### src/rtl/rv_if_pkg.sv
// rv_if shared types and constants.
// FSM state enum, NOP encoding, PC increment.
package rv_if_pkg;

  typedef enum logic [1:0] {
    S_BOOT,
    S_RUN,
    S_STALL,
    S_FLUSH
  } t_if_state;

  localparam logic [31:0] NOP_INSTR = 32'h0000_0013;
  localparam logic [31:0] PC_INC    = 32'd4;

endpackage

### src/rtl/rv_if_hold_buf.sv
// One-entry hold buffer plus Q101H instruction mux.
// Ports: clk, rst, capture, clear, valid, rdata -> instr, hold_vld.
module rv_if_hold_buf
  import rv_if_pkg::*;
(
  input  logic        clk,
  input  logic        rst,
  input  logic        capture,
  input  logic        clear,
  input  logic        valid,
  input  logic [31:0] rdata,
  output logic [31:0] instr,
  output logic        hold_vld
);

  logic [31:0] hold_q;

  always_ff @(posedge clk) begin
    if (rst) begin
      hold_vld <= 1'b0;
      hold_q   <= '0;
    end else if (clear) begin
      hold_vld <= 1'b0;
    end else if (capture) begin
      hold_vld <= 1'b1;
      hold_q   <= rdata;
    end
  end

  always_comb begin
    instr = NOP_INSTR;
    if (valid)
      instr = hold_vld ? hold_q : rdata;
  end

endmodule

### src/rtl/rv_if.sv
// Fetch stage Q100H->Q101H: PC, imem read, stall hold, redirects.
// Ports: clk, rst, ready/redirect in, imem rd/addr/rdata, Q101H out;
// fetch_cnt/stall_cnt only with RV_IF_PERF_CNT_EN defined.
module rv_if
  import rv_if_pkg::*;
#(
  parameter logic [31:0] RESET_PC = 32'h0000_0000
) (
  input  logic        clk,
  input  logic        rst,
  input  logic        ready_Q101H,
  input  logic        redirect_en_Q102H,
  input  logic [31:0] redirect_pc_Q102H,
  output logic        imem_rd_en_Q100H,
  output logic [31:0] imem_addr_Q100H,
  input  logic [31:0] imem_rdata_Q101H,
  output logic [31:0] pc_Q101H,
  output logic [31:0] instruction_Q101H,
  output logic        valid_Q101H
`ifdef RV_IF_PERF_CNT_EN
  ,
  output logic [31:0] fetch_cnt,
  output logic [31:0] stall_cnt
`endif
);

  t_if_state   state;
  logic [31:0] pc_Q100H;
  logic        advance;
  logic        rd_en;
  logic        capture;
  logic        clear;
  logic        hold_vld;

  assign valid_Q101H = (state == S_RUN) |
                       (state == S_STALL);
  assign advance = ready_Q101H | ~valid_Q101H;
  assign rd_en   = ~rst & ~redirect_en_Q102H
                 & advance;

  assign imem_rd_en_Q100H = rd_en;
  assign imem_addr_Q100H  = pc_Q100H;

  // Freeze the live read word when decode stalls;
  // memory output is not guaranteed once rd_en drops.
  assign capture = ~redirect_en_Q102H
                 & (state == S_RUN)
                 & ~ready_Q101H;
  assign clear   = redirect_en_Q102H
                 | (hold_vld & ready_Q101H);

  rv_if_hold_buf u_hold (
    .clk      (clk),
    .rst      (rst),
    .capture  (capture),
    .clear    (clear),
    .valid    (valid_Q101H),
    .rdata    (imem_rdata_Q101H),
    .instr    (instruction_Q101H),
    .hold_vld (hold_vld)
  );

  always_ff @(posedge clk) begin
    if (rst) begin
      state    <= S_BOOT;
      pc_Q100H <= RESET_PC;
      pc_Q101H <= '0;
    end else if (redirect_en_Q102H) begin
      state    <= S_FLUSH;
      pc_Q100H <= redirect_pc_Q102H & ~32'd3;
    end else if (rd_en) begin
      state    <= S_RUN;
      pc_Q101H <= pc_Q100H;
      pc_Q100H <= pc_Q100H + PC_INC;
    end else if (capture) begin
      state    <= S_STALL;
    end
  end

`ifdef RV_IF_PERF_CNT_EN
  always_ff @(posedge clk) begin
    if (rst) begin
      fetch_cnt <= '0;
      stall_cnt <= '0;
    end else begin
      if (valid_Q101H & ready_Q101H & ~&fetch_cnt)
        fetch_cnt <= fetch_cnt + 32'd1;
      if (valid_Q101H & ~ready_Q101H & ~&stall_cnt)
        stall_cnt <= stall_cnt + 32'd1;
    end
  end
`endif

endmodule

### config.mk
export PLATFORM = sky130hd
export DESIGN_NAME = rv_if
export DESIGN_NICKNAME = d
export VERILOG_FILES = /design/src/rtl/rv_if_pkg.sv /design/src/rtl/rv_if_hold_buf.sv /design/src/rtl/rv_if.sv
export SDC_FILE = /design/constraint.sdc
export NUM_CORES = 1
export LEC_CHECK = 0
export CORE_ASPECT_RATIO = 1.4
export CORE_MARGIN = 2
export CORE_UTILIZATION = 40
export DETAILED_ROUTE_END_ITERATION = 16
export PLACE_DENSITY = 0.76
export SYNTH_ARGS = -nofsm -noshare
export SYNTH_HDL_FRONTEND = slang
export SYNTH_SLANG_ARGS = --single-unit
### constraint.sdc
create_clock -name clk -period 2.15 [get_ports clk]
set_input_delay 0.3225 -clock clk [delete_from_list [all_inputs] [get_ports clk]]
set_output_delay 0.3225 -clock clk [all_outputs]
set_load 0.005 [all_outputs]
After elaboration in Yosys (flattened, before gate mapping). Cells that the tools add are included.

Flip-flop bits (word level): 99. Output and inout port bits: 98. Word-level logic and storage cells: 35.

$add $sub $neg: 1. Bitwise gates (word level): 13. Reductions and logical operators: 6. Multiplexer cells: 7. Eq/ne operators: 2.

Operators with widths (number): two-way mux 32 bit (4); adder 32 x 3 -> 32 bit, second input constant (1); two-way mux 2 bit (3); bitwise AND 1 bit (5); inverter 1 bit (5); AND reduction 2 bit (2); OR reduction 2 bit (2); bitwise OR 1 bit (3); nonzero test 3 bit (1); equality test 2 x 1 -> 1 bit, second input constant (1); equality test 2 bit, second input constant (1); nonzero test 2 bit (1).

Logic depth before layout (Yosys ltp).
Depth in word-level cells: 7. Gate-level depth with buffers: 10. Depth with buffers taken out: 7.

Hierarchy. A second synthesis with hierarchy kept.

Cell total of the unflattened synthesis: 567. Area, all modules: 4829.6 um^2.

By module, submodules not included: rv_if (times used 1, cells each 348, seq. area each 1241.2 um^2, area an instance 2772.7 um^2); rv_if_hold_buf (times used 1, cells each 219, seq. area each 660.6 um^2, area an instance 2057.0 um^2).

Least setup slack after synthesis. OpenSTA, ideal clock, no wires.

Path type: register to output. From: register state[1]. To: output port imem_rd_en_Q100H. Path slack: 51 ps. Arrival: 1776 ps. Cell stages (with the launch flop): 9. Path through: dfxtp_1 > inv_1 > ha_1 > clkbuf_1 > o21ba_2 > nand2_1 > inv_1 > clkbuf_1 > buf_1.

Word-level cells in the longest chain between the ends: 5.

Ends and longest elaborated chain: from (decl) (RTL line rv_if.sv:27) `t_if_state state;`; from (signal assigned) (RTL line rv_if.sv:65) `state <= S_BOOT;`; from (signal assigned) (RTL line rv_if.sv:69) `state <= S_FLUSH;`; from (signal assigned) (RTL line rv_if.sv:72) `state <= S_RUN;`; equality test 2 x 1 -> 1 bit / equality test 2 bit (equally long branches) (RTL line rv_if.sv:35, rv_if.sv:36); bitwise OR 1 bit (*) (RTL line rv_if.sv:35) `assign valid_Q101H = (state == S_RUN) |`; inverter 1 bit (*) (RTL line rv_if.sv:37) `assign advance = ready_Q101H | ~valid_Q101H;`; bitwise OR 1 bit (*) (RTL line rv_if.sv:37); bitwise AND 1 bit (*) (RTL line rv_if.sv:39) `& advance;`; to (decl) (RTL line rv_if.sv:14) `output logic imem_rd_en_Q100H,`.

Mark *: on every way between the ends. The rest lies on a longest branch, timed or not.

Worst setup path after layout.
From: register state[1]. To: output port instruction_Q101H[25].

Word-level cells in the longest chain between the ends: 3.

Ends and longest elaborated chain: equality test 2 x 1 -> 1 bit / equality test 2 bit (equally long branches) (RTL line rv_if.sv:35, rv_if.sv:36); bitwise OR 1 bit (*) (RTL line rv_if.sv:35); two-way mux 32 bit (*) (RTL line rv_if_hold_buf.sv:32) `if (valid)`; to (decl) (RTL line rv_if.sv:18) `output logic [31:0] instruction_Q101H,`.

Marks and branches as above.

==> impl_metrics.tcl <==
set metrics [dict create \
    antenna_cells 0 \
    drc 0 \
    antenna_found_initial 0 \
    status "finished clean" \
    async_flop_share_pct 0 \
    power_density_nw_per_um2 611 \
    critPathArrivalTime_ps 1770 \
    grt_pass1_wl_um 23400 \
    io_buffers 159 \
    yosys.area.top_type_share_pct 41.2 \
    cp_data_required_time_ps 1830 \
    nNetsFinal 840 \
    netlist_instances 600 \
    tns_ps 0 \
    crit_fanout 8 \
    ys_types 46 \
    dp_hpwl_um 10200 \
    wire_per_inst_um 15.8 \
    fin_crit_sh_pct 97.4 \
    max_freq_mhz 478 \
    tightestPinTransition_ps 584 \
    worstHoldPathCells 2 \
    power_switching_mw 1.09 \
    critPathMaxStageDelay_ps 520 \
    synth_area_um2 4620 \
    slowest_stage "clkdlybuf4s50_1" \
    grt_pass1_vias 4872 \
    clk_pin_slew_worst_paths_ps 60 \
    finalMaxSlewViolations 0 \
    cts_made_buffers 9 \
    cellLeakagePower_nw 2.66 \
    cp.depth 5 \
    cts_max_level 3 \
    critPathKind "reg2out" \
    num_io_pins 166 \
    cap_violations 0 \
    place.gp.congestion 0.944 \
    antenna_left 0 \
    grt_overflow 0 \
    total_power_mw 4.25 \
    rows 46 \
    drive_above_1_share_pct 9.42 \
    drt_iter0_markers 232 \
    synth_seq_cells 95 \
    synth_area_leaders "dfxtp_1 (41%), nand2_1 (13%), mux2i_1 (6.9%)" \
    cts.sinks 95 \
    crit_path_cell_trace "inv_1, ha_4, buf_12, nor2_1, clkdlybuf4s50_1" \
    crit_path_start_kind "flip-flop" \
    syn_area_per_cell_um2 7.70 \
    internal_power_mw 3.16 \
    die-height_um 131 \
    fin_skew_ps 6.33 \
    swShare_pct 25.7 \
    drt-total-wl_um 14600 \
    post-route-util_pct 61.6 \
    period_minus_slack_ps 2090 \
    setup_viol 0 \
    cp.buffers_inverters 3 \
    die_x_um 94.8 \
    power_frac_comb_pct 20.5 \
    p_clk_share_pct 34.5 \
    core_area_um2 11300 \
    avgViaCountPerCell 5.36 \
    yosys.area.top_type "dfxtp_1" \
    crit_family "buffers and inverters" \
    clkLatencyLatePin_ps 340 \
    die-area_um2 12400 \
    ys.warnings.count 0 \
    first_pass_iters 4 \
    seq_area_frac_synth_pct 41.2 \
    cts-root-buf "clkbuf_16" \
    cts_tree "yes" \
    vias 4928 \
    holdCritPathClass "reg2reg" \
    clock_path_buffers 2 \
    synthToLayoutAreaGrowth_pct 50.5 \
    synth_edf_count 0 \
    track_usage_pct 23.6 \
    cp-end-kind "primary output" \
    hold_violations 0 \
    synthFlopType "dfxtp_1" \
    worst_r2r_path_depth 5 \
    start_util_pct 41.0 \
    grt_max_degree 61 \
    peakVddDrop_mv 0.448 \
    pwr-share-seq_pct 44.9 \
    max_slew_margin_pct 61.1 \
]
-- stage by stage --
step / hold slack, ps / instance area, um^2 / setup slack, ps / instances
after floorplan: 436 / 4630 / 51.2 / 603
after global placement: 441 / 6590 / 62.2 / 898
after detailed placement: 447 / 6590 / 33.2 / 898
after CTS: 446 / 6920 / 2.62 / 918
after global routing: 470 / 6950 / -3.67 / 919
final: 456 / 6950 / 55.9 / 919
-- layer usage --
metal	up-vias	part of all wire [%]	GRT usage [%]	wire, um
met3	36	5.3	4.82	769
li1	2419	-	-	-
met1	2331	39	26.1	5690
met5	-	0	0	0
met4	0	3.2	10.9	471
met2	142	52	42.0	7620
-- kinds of logic after synthesis --
family,synth area share [%]
buf+inv,5.01
mux,6.93
xor+xnor,1.71
fa+ha+maj,0.541
compound gates,14.8
other cells,0.0812
simple gates,29.8
flops,41.2
-- worst min-delay path, delay by kind of cell (launching register included) --
family / cells / cell delay (ps)
flip-flops: 1 / 310
AND/OR/NAND/NOR: 1 / 50
AO/OA/AOI/OAI: 1 / 50
-- flip-flops by register name, indices dropped and copies added (netlist names) --
| name | flops |
|---|---|
| u_hold.hold_q | 32 |
| u_hold.hold_vld | 1 |
| pc_Q101H | 30 |
| imem_addr_Q100H | 30 |
| state | 2 |
-- cell usage in the layout (no fill, tap or decap), drive strengths merged, types with 6 or more instances in the layout --
cell           instances
and3                   6
or3                    7
nand4                 11
clkdlybuf4s50        130
inv                    6
dlygate4sd2           20
a211oi                 6
o21ai                  9
nand3b                22
clkbuf                13
nand2                157
or4                   13
nand3                 12
mux2i                 32
a21oi                 55
xnor2                  6
dfxtp                 95
buf                   47
nor2                  51
-- final cells by class --
| type | instances | area [um^2] |
|---|---|---|
| fill | 1012 | 4330 |
| tap | 144 | 180 |
| clock buffer | 13 | 250 |
| multi-input combinational | 451 | 2520 |
| inverter | 6 | 22.5 |
| clock inverter | 3 | 18.8 |
| timing repair buffer | 207 | 2050 |
| sequential | 95 | 1910 |
-- what timing repair did --
item | 4_1_cts | 5_1_grt
gates resized for setup | 28 | 12
setup endpoints to repair | 34 | 14
hold buffers | 0 | 0
pin swaps | 0 | 2
buffers inserted | 2 | 1
hold endpoints to repair | 0 | 0
gates cloned | 2 | 0
-- cell usage after synthesis (6+ instances only) --
cell type and count:
a21oi_1 55, nor2_1 51, nand2_1 157, nand3_1 12
xnor2_1 6, buf_1 6, and3_1 6, a211oi_1 6
dfxtp_1 95, clkbuf_1 39, or4_1 12, o21ai_0 9
mux2i_1 32, or3_1 7, inv_1 6, nand3b_1 22
nand4_1 10
-- path summary, 6_finish.rpt --
check                      from               endpoint  slack (ps)
max                    state[1]  instruction_Q101H[25]          60
min           u_hold.hold_q[20]      u_hold.hold_q[20]         460
max reg2reg  imem_addr_Q100H[3]    imem_addr_Q100H[28]          90
min reg2reg   u_hold.hold_q[20]      u_hold.hold_q[20]         460
-- power groups by stage --
stage / registers, mW / clock network, mW / logic [mW]
after floorplan: 1.95 / 0 / 0.311
after global placement: 1.94 / 0 / 0.829
after detailed placement: 1.95 / 0 / 0.843
after CTS: 1.91 / 1.51 / 0.871
after global routing: 1.92 / 1.57 / 0.945
final: 1.91 / 1.47 / 0.871
No activity file was read; power rests on OpenSTA's default activity.
